<file path="src/rtl/conv_pkg.sv">
// Shared definitions for the convolution datapath: bus widths and the
// write-side controller state encoding.
package conv_pkg;

    localparam int unsigned DATA_W = 18;
    localparam int unsigned ADDR_W = 18;
    localparam int unsigned DIM_W  = 9;

    typedef enum logic [1:0] {
        IDLE = 2'd0,
        RUN  = 2'd1,
        DONE = 2'd2
    } state_e;

endpackage

</file>
<file path="src/rtl/conv_out_writer_addr_walk_2d.sv">
// Row-major 2-D position walker: column/row counters plus a running row base
// address advanced by the pitch, so no multiplier is needed.
module addr_walk_2d #(
    parameter int unsigned DIM_W  = 9,
    parameter int unsigned ADDR_W = 18
) (
    input  logic              clk,
    input  logic              reset,
    input  logic              load_i,
    input  logic [ADDR_W-1:0] base_i,
    input  logic              step_i,
    input  logic [DIM_W-1:0]  width_i,
    input  logic [DIM_W-1:0]  height_i,
    input  logic [DIM_W-1:0]  pitch_i,
    output logic [DIM_W-1:0]  col_o,
    output logic [DIM_W-1:0]  row_o,
    output logic [ADDR_W-1:0] row_base_o,
    output logic              last_o
);

    logic [DIM_W-1:0]  col_q, col_d;
    logic [DIM_W-1:0]  row_q, row_d;
    logic [ADDR_W-1:0] row_base_q, row_base_d;
    logic              col_last;
    logic              row_last;

    assign col_last = (col_q == (width_i - DIM_W'(1)));
    assign row_last = (row_q == (height_i - DIM_W'(1)));

    always_comb begin
        col_d      = col_q;
        row_d      = row_q;
        row_base_d = row_base_q;
        if (load_i) begin
            col_d      = '0;
            row_d      = '0;
            row_base_d = base_i;
        end else if (step_i && !(col_last && row_last)) begin
            // Final element holds the counters instead of wrapping.
            if (!col_last) begin
                col_d = col_q + DIM_W'(1);
            end else begin
                col_d      = '0;
                row_d      = row_q + DIM_W'(1);
                row_base_d = row_base_q + ADDR_W'(pitch_i);
            end
        end
    end

    always_ff @(posedge clk) begin
        if (reset) begin
            col_q      <= '0;
            row_q      <= '0;
            row_base_q <= '0;
        end else begin
            col_q      <= col_d;
            row_q      <= row_d;
            row_base_q <= row_base_d;
        end
    end

    assign col_o      = col_q;
    assign row_o      = row_q;
    assign row_base_o = row_base_q;
    assign last_o     = col_last && row_last;

endmodule

</file>
<file path="src/rtl/conv_out_writer.sv">
// Write-side address controller: accepts result words over valid/ready and
// writes them row-major into a width x height window of the output RAM.
module conv_out_writer #(
    parameter int unsigned DATA_W = conv_pkg::DATA_W,
    parameter int unsigned ADDR_W = conv_pkg::ADDR_W,
    parameter int unsigned DIM_W  = conv_pkg::DIM_W
) (
    input  logic              clk,
    input  logic              reset,
    input  logic              start,
    input  logic [DIM_W-1:0]  out_width,
    input  logic [DIM_W-1:0]  out_height,
    input  logic [DIM_W-1:0]  out_pitch,
    input  logic [ADDR_W-1:0] base_addr,
    input  logic              in_valid,
    input  logic [DATA_W-1:0] in_data,
    output logic              in_ready,
    output logic              we,
    output logic [ADDR_W-1:0] wr_addr,
    output logic [DATA_W-1:0] wr_data,
    output logic              busy,
    output logic              write_done,
    output logic [ADDR_W-1:0] wr_count
);

    import conv_pkg::*;

    state_e            state_q, state_d;
    logic [DIM_W-1:0]  width_q, height_q, pitch_q;
    logic              we_q, we_d;
    logic [ADDR_W-1:0] wr_addr_q, wr_addr_d;
    logic [DATA_W-1:0] wr_data_q, wr_data_d;
    logic [ADDR_W-1:0] wr_count_q, wr_count_d;

    logic              load;
    logic              accept;
    logic [DIM_W-1:0]  col;
    logic [DIM_W-1:0]  row;
    logic [ADDR_W-1:0] row_base;
    logic              last;

    assign load   = (state_q == IDLE) && start;
    assign accept = (state_q == RUN) && in_valid;

    addr_walk_2d #(
        .DIM_W (DIM_W),
        .ADDR_W(ADDR_W)
    ) u_walk (
        .clk       (clk),
        .reset     (reset),
        .load_i    (load),
        .base_i    (base_addr),
        .step_i    (accept),
        .width_i   (width_q),
        .height_i  (height_q),
        .pitch_i   (pitch_q),
        .col_o     (col),
        .row_o     (row),
        .row_base_o(row_base),
        .last_o    (last)
    );

    always_comb begin
        state_d = state_q;
        unique case (state_q)
            IDLE: begin
                if (start) begin
                    if ((out_width == '0) || (out_height == '0)) begin
                        state_d = DONE;
                    end else begin
                        state_d = RUN;
                    end
                end
            end
            RUN: begin
                if (accept && last) begin
                    state_d = DONE;
                end
            end
            DONE:    state_d = IDLE;
            default: state_d = IDLE;
        endcase
    end

    always_comb begin
        we_d       = accept;
        wr_addr_d  = wr_addr_q;
        wr_data_d  = wr_data_q;
        wr_count_d = wr_count_q;
        if (accept) begin
            wr_addr_d  = row_base + ADDR_W'(col);
            wr_data_d  = in_data;
            wr_count_d = wr_count_q + ADDR_W'(1);
        end else if (load) begin
            wr_count_d = '0;
        end
    end

    always_ff @(posedge clk) begin
        if (reset) begin
            state_q    <= IDLE;
            width_q    <= '0;
            height_q   <= '0;
            pitch_q    <= '0;
            we_q       <= 1'b0;
            wr_addr_q  <= '0;
            wr_data_q  <= '0;
            wr_count_q <= '0;
        end else begin
            state_q    <= state_d;
            we_q       <= we_d;
            wr_addr_q  <= wr_addr_d;
            wr_data_q  <= wr_data_d;
            wr_count_q <= wr_count_d;
            if (load) begin
                width_q  <= out_width;
                height_q <= out_height;
                pitch_q  <= out_pitch;
            end
        end
    end

    assign in_ready   = (state_q == RUN);
    assign busy       = (state_q != IDLE);
    assign write_done = (state_q == DONE);
    assign we         = we_q;
    assign wr_addr    = wr_addr_q;
    assign wr_data    = wr_data_q;
    assign wr_count   = wr_count_q;

endmodule

</file>
<file path="config.mk">
export PLATFORM = sky130hd
export DESIGN_NAME = conv_out_writer
export DESIGN_NICKNAME = d
export VERILOG_FILES = /design/src/rtl/conv_pkg.sv /design/src/rtl/conv_out_writer_addr_walk_2d.sv /design/src/rtl/conv_out_writer.sv
export SDC_FILE = /design/constraint.sdc
export NUM_CORES = 1
export LEC_CHECK = 0
export ABC_CLOCK_PERIOD_IN_PS = 3200
export BUFFER_PORTS_ARGS = -buffer_cell sky130_fd_sc_hd__buf_2
export CORE_ASPECT_RATIO = 0.7
export CORE_MARGIN = 2
export CORE_UTILIZATION = 30
export CTS_CLUSTER_SIZE = 14
export DETAILED_ROUTE_END_ITERATION = 8
export GPL_TIMING_DRIVEN = 0
export PLACE_DENSITY = 0.49
export REMOVE_ABC_BUFFERS = 1
export SLEW_MARGIN = 5
export SYNTH_ARGS = -nofsm -noshare
export SYNTH_HDL_FRONTEND = slang
export SYNTH_SLANG_ARGS = --single-unit
</file>
<file path="constraint.sdc">
create_clock -name clk -period 3.2 [get_ports clk]
set_input_delay 0.32 -clock clk [delete_from_list [all_inputs] [get_ports clk]]
set_output_delay 0.32 -clock clk [all_outputs]
set_load 0.005 [all_outputs]
</file>
==> results.yml <==
worst_hold_path:
  min_path_type: "in2reg"
critical_path:
  cp.required_ns: 3.56
  crit_type: "reg2reg"
  critPathArrivalTime_ns: 3.31
  endpoint_kind: "flop"
  cp_max_fo: 13
  setup.worst_path.start_class: "flop"
cells_and_area:
  finalInstanceArea_mm2: 0.00786
  antennaDiodeCount: 0
  final_cells: 1178
  utilization_pct: 38.2
  nNetsFinal: 981
  drive_above_1_share_pct: 21.1
  area_delta_synth_final_pct: 25.5
synth:
  ys_ff_latch: 120
  yosysUniqueCellTypes: 59
  syn_inst: 783
  ys.warnings.count: 0
  yosysSeqAreaShare_pct: 38.3
  synth_area_leaders: "dfxtp_1, nand2_1, a21oi_1"
  synth-edff-count: 0
  async_flop_share_pct: 0
  yosysTopAreaCell: "dfxtp_1"
  synth_top_area_share_pct: 38.3
  syn_area_mm2: 0.00626
  synth_flop_cell: "dfxtp_1"
  synth.avg_cell_area_um2: 8.00
placement:
  place_inst: 1144
  hpwlAfterDp_mm: 11.8
  postPlaceCellArea_mm2: 0.00719
  place_worst_setup_slack_ns: -0.137
  portBuffers: 124
  place_congestion: 0.821
routing:
  drc: 0
  wire_per_inst_um: 14.0
  first_pass_iters: 4
  drt_wl_total_mm: 16.5
  antenna_left: 0
  vias_per_cell: 4.79
  drtIter0Drc: 365
  vias: 5638
sta:
  hold_viol_final: 0
  rsz0062_at_grt: "no"
  layout_setup_ws_ns: 0.248
  worst_pin_slew_ns: 0.945
  finClkSkew_ns: 0.00996
  setup_viol: 0
  slew_viol_final: 0
  max_slew_margin_pct: 36.5
  period_minus_slack_ns: 2.95
  fmax_ghz: 0.339
  min_period_over_period_pct: 92.2
clocking:
  cts_buffer_depth: 2
  cts_hold_buf: 0
  cts_sinks: 120
  cts-root-buf: "clkbuf_16"
  numCtsBuffers: 17
  htree_levels: 4
  clk-insertion-delay-late_ns: 0.42
  cts_tree: "done"
  clk_pin_slew_ns: 0.06
floorplan:
  ios: 125
  fp-row-count: 44
  initial_utilization_pct: 30.4
  core_area_mm2: 0.0206
  die_area_mm2: 0.0221
  die_y_um: 125
  die_x_um: 177
run_status:
  status: "completed"
grt:
  grt_max_degree: 73
  grt_pass1_vias: 5186
  grtUsageTotal_pct: 15.3
  grt_overflow: 0
  grt_pass1_wl_mm: 27.1
  grt_antenna_before_repair: 0
pwr:
  ir_worst_vdd_mv: 0.343
  power.density_mw_per_mm2: 542
  p_leak_nw: 3.18
run:
  drv_cap: 0
==> worst max-delay path, cell delays in order (launching register included) <==
cell and delay [ns]:
dfxtp_1 0.40, inv_1 0.07, ha_2 0.24, o21ba_2 0.21
a221oi_1 0.30, a41oi_1 0.09, a211oi_2 0.23, buf_4 0.17
a2111oi_4 0.08, buf_8 0.19, or2_1 0.33, or4_1 0.52
nand2_1 0.08
==> layer usage <==
metal | part of all wire, % | global-route usage (%) | up-vias
met1 | 54 | 23.0 | 2535
met2 | 39 | 21.2 | 135
met3 | 5.2 | 3.45 | 18
li1 | - | - | 2950
met5 | 0 | 0 | -
met4 | 1.3 | 5.30 | 0
==> stage by stage <==
step	hold WS, ns	power, mW	TNS, ns
after global placement	0.438	2.19	-89.16
final	0.140	4.26	0
after floorplan	0.389	1.99	-11.73
after CTS	0.118	4.32	0
after global routing	0.129	4.47	0
after detailed placement	0.445	2.21	-0.618
==> report_power, final <==
| group | switching (mW) | internal, mW |
|---|---|---|
| Sequential | 0.0745 | 1.57 |
| Combinational | 0.297 | 0.236 |
| Clock | 0.766 | 1.32 |
| Total | 1.14 | 3.12 |
==> cell usage in the layout (no fill, tap or decap), drive strengths merged, types with 3 or more instances in the layout <==
cell type / n
and2: 7
nand2: 135
bufinv: 4
buf: 132
o21ai: 17
or3: 5
xor2: 30
mux2i: 7
dfxtp: 120
a22oi: 6
nand3: 28
xnor2: 28
a311oi: 4
ha: 23
nand4: 16
o21a: 8
nand3b: 3
a21oi: 91
a21o: 4
nor3: 15
nor2: 71
clkbuf: 17
o21ba: 3
o211a: 3
nand2b: 3
nor2b: 12
nor4: 5
o211ai: 6
and3: 7
clkinv: 3
a211oi: 26
inv: 20
o21bai: 7
or2: 10
==> what timing repair did <==
item                                   CTS  global route
resized for setup                        0             4
buffers inserted                         1             1
setup endpoints to repair               12             3
endpoints found under the hold margin    0             0
pin swaps                                2             1
==> logic make-up after synthesis <==
logic type	synth area share [%]
AOI/OAI and AO/OA	19.5
xor gates and xnor gates	8.11
adders and majority gates	5.23
buffers and inverters	3.77
DFF	38.3
muxes	1.12
and+or+nand+nor	23.9
==> flip-flops by register name (all words and copies together) (netlist names) <==
name,cells
u_walk.col_o,9
wr_addr,18
we,1
pitch_q,9
wr_count,18
u_walk.row_base_o,18
height_q,9
width_q,9
state_q,2
wr_data,18
u_walk.row_o,9
==> area by class of cell <==
class / instances / area (um^2)
clock buffer: 17 / 425
timing repair buffer: 132 / 759
multi-input combinational: 604 / 3660
clock inverter: 15 / 214
inverter: 14 / 52.6
tap: 276 / 345
sequential: 120 / 2400
fill: 2162 / 12700
==> worst paths after layout <==
path | from | end | slack [ns] | depth (start not counted)
min reg2reg | wr_addr[5] | wr_addr[5] | 0.45 | 2
max reg2reg | height_q[1] | u_walk.col_o[7] | 0.25 | 12
min | in_data[5] | wr_data[5] | 0.14 | 3
max | height_q[1] | u_walk.col_o[7] | 0.25 | 12
==> synth_stat cells (all sizes together) (8+ instances only) <==
master	count
a211oi	26
a21oi	91
buf	9
clkbuf	36
dfxtp	120
ha	23
inv	14
nand2	135
nand3	28
nand4	16
nor2	71
nor2b	12
nor3	15
o21a	8
o21ai	17
or2	10
xnor2	28
xor2	30
Note: power is estimated with default switching activity, not from simulation.
